[config.mk]
export PLATFORM = sky130hd
export DESIGN_NAME = parity_stream_gen_check
export DESIGN_NICKNAME = d
export VERILOG_FILES = /design/src/rtl/parity_stream_gen_check.sv
export SDC_FILE = /design/constraint.sdc
export NUM_CORES = 1
export LEC_CHECK = 0
export CAP_MARGIN = 10
export CORE_ASPECT_RATIO = 0.8
export CORE_MARGIN = 2
export CORE_UTILIZATION = 25
export CTS_BUF_LIST = sky130_fd_sc_hd__clkbuf_4
export CTS_CLUSTER_DIAMETER = 30
export CTS_CLUSTER_SIZE = 30
export DETAILED_ROUTE_END_ITERATION = 12
export SYNTH_ARGS = -nofsm -noshare
export SYNTH_HDL_FRONTEND = slang
export SYNTH_SLANG_ARGS = --single-unit
[constraint.sdc]
create_clock -name clk -period 2.37 [get_ports clk]
set_clock_uncertainty 0.15 [all_clocks]
set_input_delay 0.3555 -clock clk [delete_from_list [all_inputs] [get_ports clk]]
set_output_delay 0.3555 -clock clk [all_outputs]
set_load 0.03 [all_outputs]
[src/rtl/parity_stream_gen_check.sv]
// -----------------------------------------------------------------------------
// parity_stream_gen_check
//
// Registered parity generator and checker for a word stream.
//
// Generator path: words arrive on a valid/ready handshake (tx_*), are stored
// in a single output register together with their parity bit, and are offered
// downstream on gen_* with a one-cycle latency. The stage is a one-deep skid-
// free pipeline register: it sustains one word per cycle while gen_ready is
// high and holds its contents stable while the downstream stalls.
//
// Checker path: received word+parity pairs (rx_*, no backpressure) have their
// parity recomputed. One cycle later chk_valid/chk_error report the result.
// Mismatches bump a saturating error counter and set a sticky flag; both are
// cleared by clr_err, except that an error arriving in the same cycle as
// clr_err is kept.
//
// Parity: mode=0 even (p = ^data), mode=1 odd (p = ~^data). The mode input is
// shared by both paths and sampled in the cycle a word is accepted/received.
//
// Ports
//   clk          clock, all state on rising edge
//   rst          asynchronous active-high reset
//   mode         0 = even parity, 1 = odd parity
//   tx_valid     source word valid
//   tx_data      source word [DATA_W]
//   tx_ready     generator can accept a word this cycle
//   gen_valid    gen_data/gen_parity valid
//   gen_data     registered copy of the accepted word [DATA_W]
//   gen_parity   parity bit for gen_data
//   gen_ready    downstream accepts the gen word this cycle
//   rx_valid     received word+parity valid
//   rx_data      received word [DATA_W]
//   rx_parity    received parity bit
//   chk_valid    check result valid (one cycle after rx_valid)
//   chk_error    parity mismatch for that word, 0 when chk_valid=0
//   err_count    saturating mismatch count [CNT_W]
//   err_sticky   set on any mismatch, held until clr_err
//   clr_err      synchronous clear of err_count and err_sticky
// -----------------------------------------------------------------------------
module parity_stream_gen_check #(
    parameter int DATA_W = 8,
    parameter int CNT_W  = 8
) (
    input  logic              clk,
    input  logic              rst,
    input  logic              mode,

    input  logic              tx_valid,
    input  logic [DATA_W-1:0] tx_data,
    output logic              tx_ready,

    output logic              gen_valid,
    output logic [DATA_W-1:0] gen_data,
    output logic              gen_parity,
    input  logic              gen_ready,

    input  logic              rx_valid,
    input  logic [DATA_W-1:0] rx_data,
    input  logic              rx_parity,

    output logic              chk_valid,
    output logic              chk_error,
    output logic [CNT_W-1:0]  err_count,
    output logic              err_sticky,
    input  logic              clr_err
);

    localparam logic [CNT_W-1:0] CNT_MAX = {CNT_W{1'b1}};
    localparam logic [CNT_W-1:0] CNT_ONE = CNT_W'(1);

    // -------------------------------------------------------------------------
    // Parity trees. Prefix-XOR chains over each input word; the last tap is the
    // even parity of the whole word, and XOR with mode turns it into odd parity.
    // -------------------------------------------------------------------------
    logic [DATA_W:0] tx_xor_chain;
    logic [DATA_W:0] rx_xor_chain;

    assign tx_xor_chain[0] = 1'b0;
    assign rx_xor_chain[0] = 1'b0;

    generate
        for (genvar gi = 0; gi < DATA_W; gi++) begin : g_parity_tree
            assign tx_xor_chain[gi+1] = tx_xor_chain[gi] ^ tx_data[gi];
            assign rx_xor_chain[gi+1] = rx_xor_chain[gi] ^ rx_data[gi];
        end
    endgenerate

    logic tx_parity_calc;
    logic rx_parity_calc;

    assign tx_parity_calc = tx_xor_chain[DATA_W] ^ mode;
    assign rx_parity_calc = rx_xor_chain[DATA_W] ^ mode;

    // -------------------------------------------------------------------------
    // Generator stage
    // -------------------------------------------------------------------------
    logic              gen_valid_reg;
    logic [DATA_W-1:0] gen_data_reg;
    logic              gen_parity_reg;
    logic              tx_accept;

    // The register can take a new word when it is empty or being drained this
    // cycle. Gated with rst so the source never sees a handshake while the
    // block is held in reset.
    assign tx_ready  = !rst && (!gen_valid_reg || gen_ready);
    assign tx_accept = tx_valid && tx_ready;

    always_ff @(posedge clk or posedge rst) begin
        if (rst) begin
            gen_valid_reg  <= 1'b0;
            gen_data_reg   <= '0;
            gen_parity_reg <= 1'b0;
        end else begin
            if (tx_accept) begin
                // Parity is frozen at accept time, so a later mode change
                // never alters a word already sitting in the register.
                gen_valid_reg  <= 1'b1;
                gen_data_reg   <= tx_data;
                gen_parity_reg <= tx_parity_calc;
            end else if (gen_ready) begin
                // Drained with nothing behind it. Data is left as-is; only the
                // valid flag matters once the word has been consumed.
                gen_valid_reg  <= 1'b0;
            end
        end
    end

    assign gen_valid  = gen_valid_reg;
    assign gen_data   = gen_data_reg;
    assign gen_parity = gen_parity_reg;

    // -------------------------------------------------------------------------
    // Checker
    // -------------------------------------------------------------------------
    logic             rx_mismatch;
    logic             err_event;
    logic             chk_valid_reg;
    logic             chk_error_reg;
    logic [CNT_W-1:0] err_count_reg;
    logic [CNT_W-1:0] err_count_next;
    logic             err_sticky_reg;
    logic             err_sticky_next;

    assign rx_mismatch = (rx_parity != rx_parity_calc);
    assign err_event   = rx_valid && rx_mismatch;

    // Counter/sticky update. clr_err wins over history but not over an error
    // seen in the same cycle: that error restarts the count at one.
    always_comb begin
        err_count_next  = err_count_reg;
        err_sticky_next = err_sticky_reg;
        if (clr_err) begin
            err_count_next  = err_event ? CNT_ONE : '0;
            err_sticky_next = err_event;
        end else if (err_event) begin
            err_sticky_next = 1'b1;
            if (err_count_reg != CNT_MAX) begin
                err_count_next = err_count_reg + CNT_ONE;
            end
        end
    end

    always_ff @(posedge clk or posedge rst) begin
        if (rst) begin
            chk_valid_reg  <= 1'b0;
            chk_error_reg  <= 1'b0;
            err_count_reg  <= '0;
            err_sticky_reg <= 1'b0;
        end else begin
            chk_valid_reg  <= rx_valid;
            chk_error_reg  <= err_event;
            err_count_reg  <= err_count_next;
            err_sticky_reg <= err_sticky_next;
        end
    end

    assign chk_valid  = chk_valid_reg;
    assign chk_error  = chk_error_reg;
    assign err_count  = err_count_reg;
    assign err_sticky = err_sticky_reg;

endmodule

-- Word level (Yosys, flattened, before mapping)
Index checks and enable logic that the tools add are counted.
- bits in registers: 21
- input bits: 24
- output and inout bits: 22
- word-level logic and storage cells: 44
- add/sub/neg operators: 1
- equal/unequal tests: 2
- mux-type cells: 8
- bitwise gates (word level): 16
- reduce and logical (&&, ||, !) cells: 10
- operators by type and width (kind ; count):
    8-bit 2-to-1 mux ; 3
    1-bit bitwise XOR ; 16
    8-bit by 1-bit adder with 8-bit output (second input constant) ; 1
    8-bit != test (second input constant) ; 1
    2-bit nonzero test ; 3
    1-bit 2-to-1 mux ; 5
    1-bit logical AND ; 3
    1-bit logical NOT ; 2
    2-bit AND reduction ; 1
    1-bit logical OR ; 1
    1-bit != test ; 1

-- Logic depth before layout (Yosys ltp)
- word-level depth: 12
- mapped depth: 6
- depth with buffers taken out: 5

-- Worst setup path after synthesis
OpenSTA, ideal clock, no wires.
- path kind: input port to flip-flop
- start point: input port rst
- end point: register gen_data_reg[0] (netlist: gen_data[0])
- library setup time: 0.125 ns
- data arrival time: 1.838 ns
- data required time: 2.095 ns
- slack: 0.257 ns
- cell stages on the path: 5
- path buffers: 1
- path through: inv_1 -> o21a_1 -> nand2_1 -> clkbuf_1 -> mux2_2
- word-level cells in the longest chain between the ends: 3
- RTL lines (item ; line ; text):
    from (decl) ; 46 ; input logic rst,
    1-bit logical NOT (no source line) ; n/a ;
    1-bit logical AND ; 106 ; assign tx_ready = !rst && (!gen_valid_reg || gen_ready);
    via tx_ready ; 51 ; output logic tx_ready,
    1-bit logical AND ; 107 ; assign tx_accept = tx_valid && tx_ready;
    to (signal assigned) ; 119 ; gen_data_reg <= tx_data;
    to (decl) ; 99 ; logic [DATA_W-1:0] gen_data_reg;
The timed path passes the listed nets, and every way through them passes these cells.
A chain may end at the register's enable or synchronous reset.

-- Final worst setup path
- start point: input port mode
- end point: register err_count_reg[3] (netlist: err_count[3])
- word-level cells in the longest chain between the ends: 5
- RTL lines (item ; line ; text):
    from (decl) ; 47 ; input logic mode,
    1-bit bitwise XOR ; 93 ; assign rx_parity_calc = rx_xor_chain[DATA_W] ^ mode;
    1-bit != test ; 145 ; assign rx_mismatch = (rx_parity != rx_parity_calc);
    1-bit logical AND ; 146 ; assign err_event = rx_valid && rx_mismatch;
    2-bit nonzero test (no source line) ; n/a ;
    2-bit AND reduction (no source line) ; n/a ;
    to (signal assigned) ; 173 ; err_count_reg <= err_count_next;
    to (decl) ; 140 ; logic [CNT_W-1:0] err_count_reg;
No other way between the ends.

==> impl_results.md <==
* Status: complete, no violations
* NumNets Final at 184
* Die Span X at 78.83 um
* CP delay by family, top: XOR/XNOR gates
* Largest net degree at the start of global routing at 22
* Final ANT Viol Nets at 0
* Yosys warnings at 0
* Final period utilization at between 90% and 100%
* TritonRoute pass-1 iters at 4
* Initial antenna violation count at 0
* Num rows at 21
* Total Power at around 1.2 mW
* GPL Wtd Cong at about 0.85
* Mapped Area at ~1100 sq um
* Vias in the first global route at a little under 1000
* Crit Path Max Fanout at 4
* Met2 Track Usage GR at about a fifth
* Residual DRC at 0
* PwrDens at 669.9 nW/um^2
* Worst path cell trace: clkdlybuf4s50_1 > xnor2_1 > xnor3_1 > xor2_1 > nor4b_2 > mux2_1
* Final Max Slew Viols at 0
* RSZ-0062 raised after global routing: no
* Crit path DAT at approximately 2.3 ns
* Distinct cell type count after synthesis at 27
* Core Util, Final at about two fifths
* Largest area contributor in the netlist: dfrtp_1
* Remaining Overflow, GRT at 0
* Met1 global-route usage at 13.39%
* TritonCTS buffer count at 3
* Top cells by area, synth: dfrtp_1, xnor2_1, mux2_2, nand2_1, nor2_1
* P_leak at 0.7170 nW
* Root buffer cell: clkbuf_4
* Clk sink count at 21
* CTS tree: done
* Clk slew on worst S/H paths at 0.12 ns
* Fin cells at between 200 and 250
* Slew HR at approximately 73%
* Final hold violations at 0
* Post-CTS Resized at 0
* Hpwl dp at approximately 2.1 mm
* Final setup fails at 0
* Share of cells above drive strength 1 at approximately 16%
* Worst-margin pin slew at just over 0.4 ns
* Post-Syn Nets at around 130
* Maximum vdd drop at ~0.24 mV
* #FFs+latches synth at 21
* Htree depth at 1
* Setup Crit Path Kind: primary input to flop
* Setup crit end kind: flop
* Grt met3 use at ~3.8%
* Mean Syn Cell Area at 10.87 sq um
* WP data required at approximately 2.4 ns
* CTS Buffer Depth at 2
* CP max stage cell: clkdlybuf4s50_1
* GRT Util Overall at between 10% and 20%
* Max Clk Rate at roughly 0.45 GHz
* Hold_buf cts at 0
* Fillcell total at ~420
* Crit start category: primary input
* Top cell type's share of synthesized area at a little under half
* Most frequent cells in the layout: clkdlybuf4s50_1, dfrtp_1, xnor2_1
* Std-Cell Core Area at ~4300 sq um
* Detailed Route WL at 2.735 mm
* Via count at approximately 980
* Sequential share of the synthesized area at around 47%
* Tmin final at 2.243 ns
* Layout area overhead at 53.52%
* Most used routing layer: met2
* Initial Util at approximately a quarter
* DR WL/cell at about 13 um
* Max-cap violation count at 0
* Most common cell after layout, fill and taps aside: clkdlybuf4s50_1
* Violation count after the first detailed-route iteration at 27
* Port buffer count at 45
* Syn Inst Count at between 100 and 150
* # diodes at 0
* Hold WC Path Type: primary input to asynchronous set/reset pin
* Crit path largest cell delay at about 0.43 ns
* Vias per cell at about 4.5
* Placed Instances at around 210
* Skew-Pair Late Insertion Delay at ~0.31 ns
* Die Y at 63.86 um
* Crit path buffers/inverters at 1
* Die area at ~5000 sq um
* Post-CTS Setup Inserts at 0
* # IOs at 46
* First-pass GRT wire length at 4.478 mm
[stage by stage]
step	hold WS [ns]	TNS (ns)	cell area, sq um	setup WS (ns)
after floorplan	0.1906	0	1120	0.2574
after global placement	0.3142	-0.5390	1692	-0.1604
after detailed placement	0.3236	-0.6921	1692	-0.2128
after CTS	0.2675	0	1719	0.1207
after global routing	0.2798	0	1719	0.01762
final	0.2590	0	1719	0.1266
[layer usage]
layer | up-vias | wire length, um
li1 | 467 | -
met1 | 471 | 1214
met2 | 35 | 1340
met3 | 3 | 165
met4 | 0 | 15
met5 | - | 0
[report_power, final]
| group | switching [mW] | internal, mW | leakage [nW] |
|---|---|---|---|
| Clock | 0.115 | 0.0631 | 0.0177 |
| Sequential | 0.0365 | 0.415 | 0.266 |
| Combinational | 0.266 | 0.257 | 0.433 |
| Total | 0.417 | 0.734 | 0.717 |
[layout make-up]
class | instances | area, sq um | share of cell area [%]
Inverter | 4 | 15.01 | 0.8734
Clock inverter | 1 | 5.005 | 0.2911
Tap cell | 57 | 71.32 | 4.148
Sequential cell | 21 | 525.5 | 30.57
Multi-Input combinational cell | 76 | 571.8 | 33.26
Clock buffer | 3 | 22.52 | 1.310
Timing Repair Buffer | 53 | 508.0 | 29.55
[tightest hold or removal path, delay by kind of cell]
family	cells	cell delay, ns
buffers and inverters	3	0.76
[Yosys cell counts (all sizes together)]
library cell / instances
dfrtp: 21
xnor2: 14
mux2: 11
nand2: 10
nor2: 7
a31oi: 4
inv: 4
nor2b: 4
o21ai: 4
a311oi: 2
and2: 2
and3: 2
clkbuf: 2
nand3: 2
nand4: 2
nor3: 2
xor2: 2
a21o: 1
a31o: 1
ha: 1
mux2i: 1
nor4b: 1
o211ai: 1
o21a: 1
xnor3: 1
[logic make-up (layout without fill, tap and decap cells)]
group,after synthesis,after routing,share of synthesized area [%]
flip-flops,21,21,46.93
multiplexers,12,12,11.96
AND/OR/NAND/NOR,32,32,14.41
adder cells (fa/ha/maj),1,1,1.117
buffers and inverters,6,61,2.011
AO/OA/AOI/OAI,14,14,8.381
XOR/XNOR,17,17,15.20
[final timing paths]
| check | to | slack, ns | from | cells past startpoint |
|---|---|---|---|---|
| min in group clk | gen_parity$_DFFE_PP0P_ | 0.36 | gen_parity$_DFFE_PP0P_ | 2 |
| worst min-delay path | gen_valid$_DFFE_PP0P_ | 0.26 | rst | 3 |
| worst max register to register | err_count[6]$_DFFE_PP0P_ | 0.54 | err_count[0]$_DFFE_PP0P_ | 5 |
| max in group asynchronous | err_count[4]$_DFFE_PP0P_ | 1.60 | rst | 3 |
| worst max-delay path | err_count[3]$_DFFE_PP0P_ | 0.13 | mode | 6 |
| worst min register to register | gen_parity$_DFFE_PP0P_ | 0.36 | gen_parity$_DFFE_PP0P_ | 2 |
Note: power is estimated with default switching activity, not from simulation.
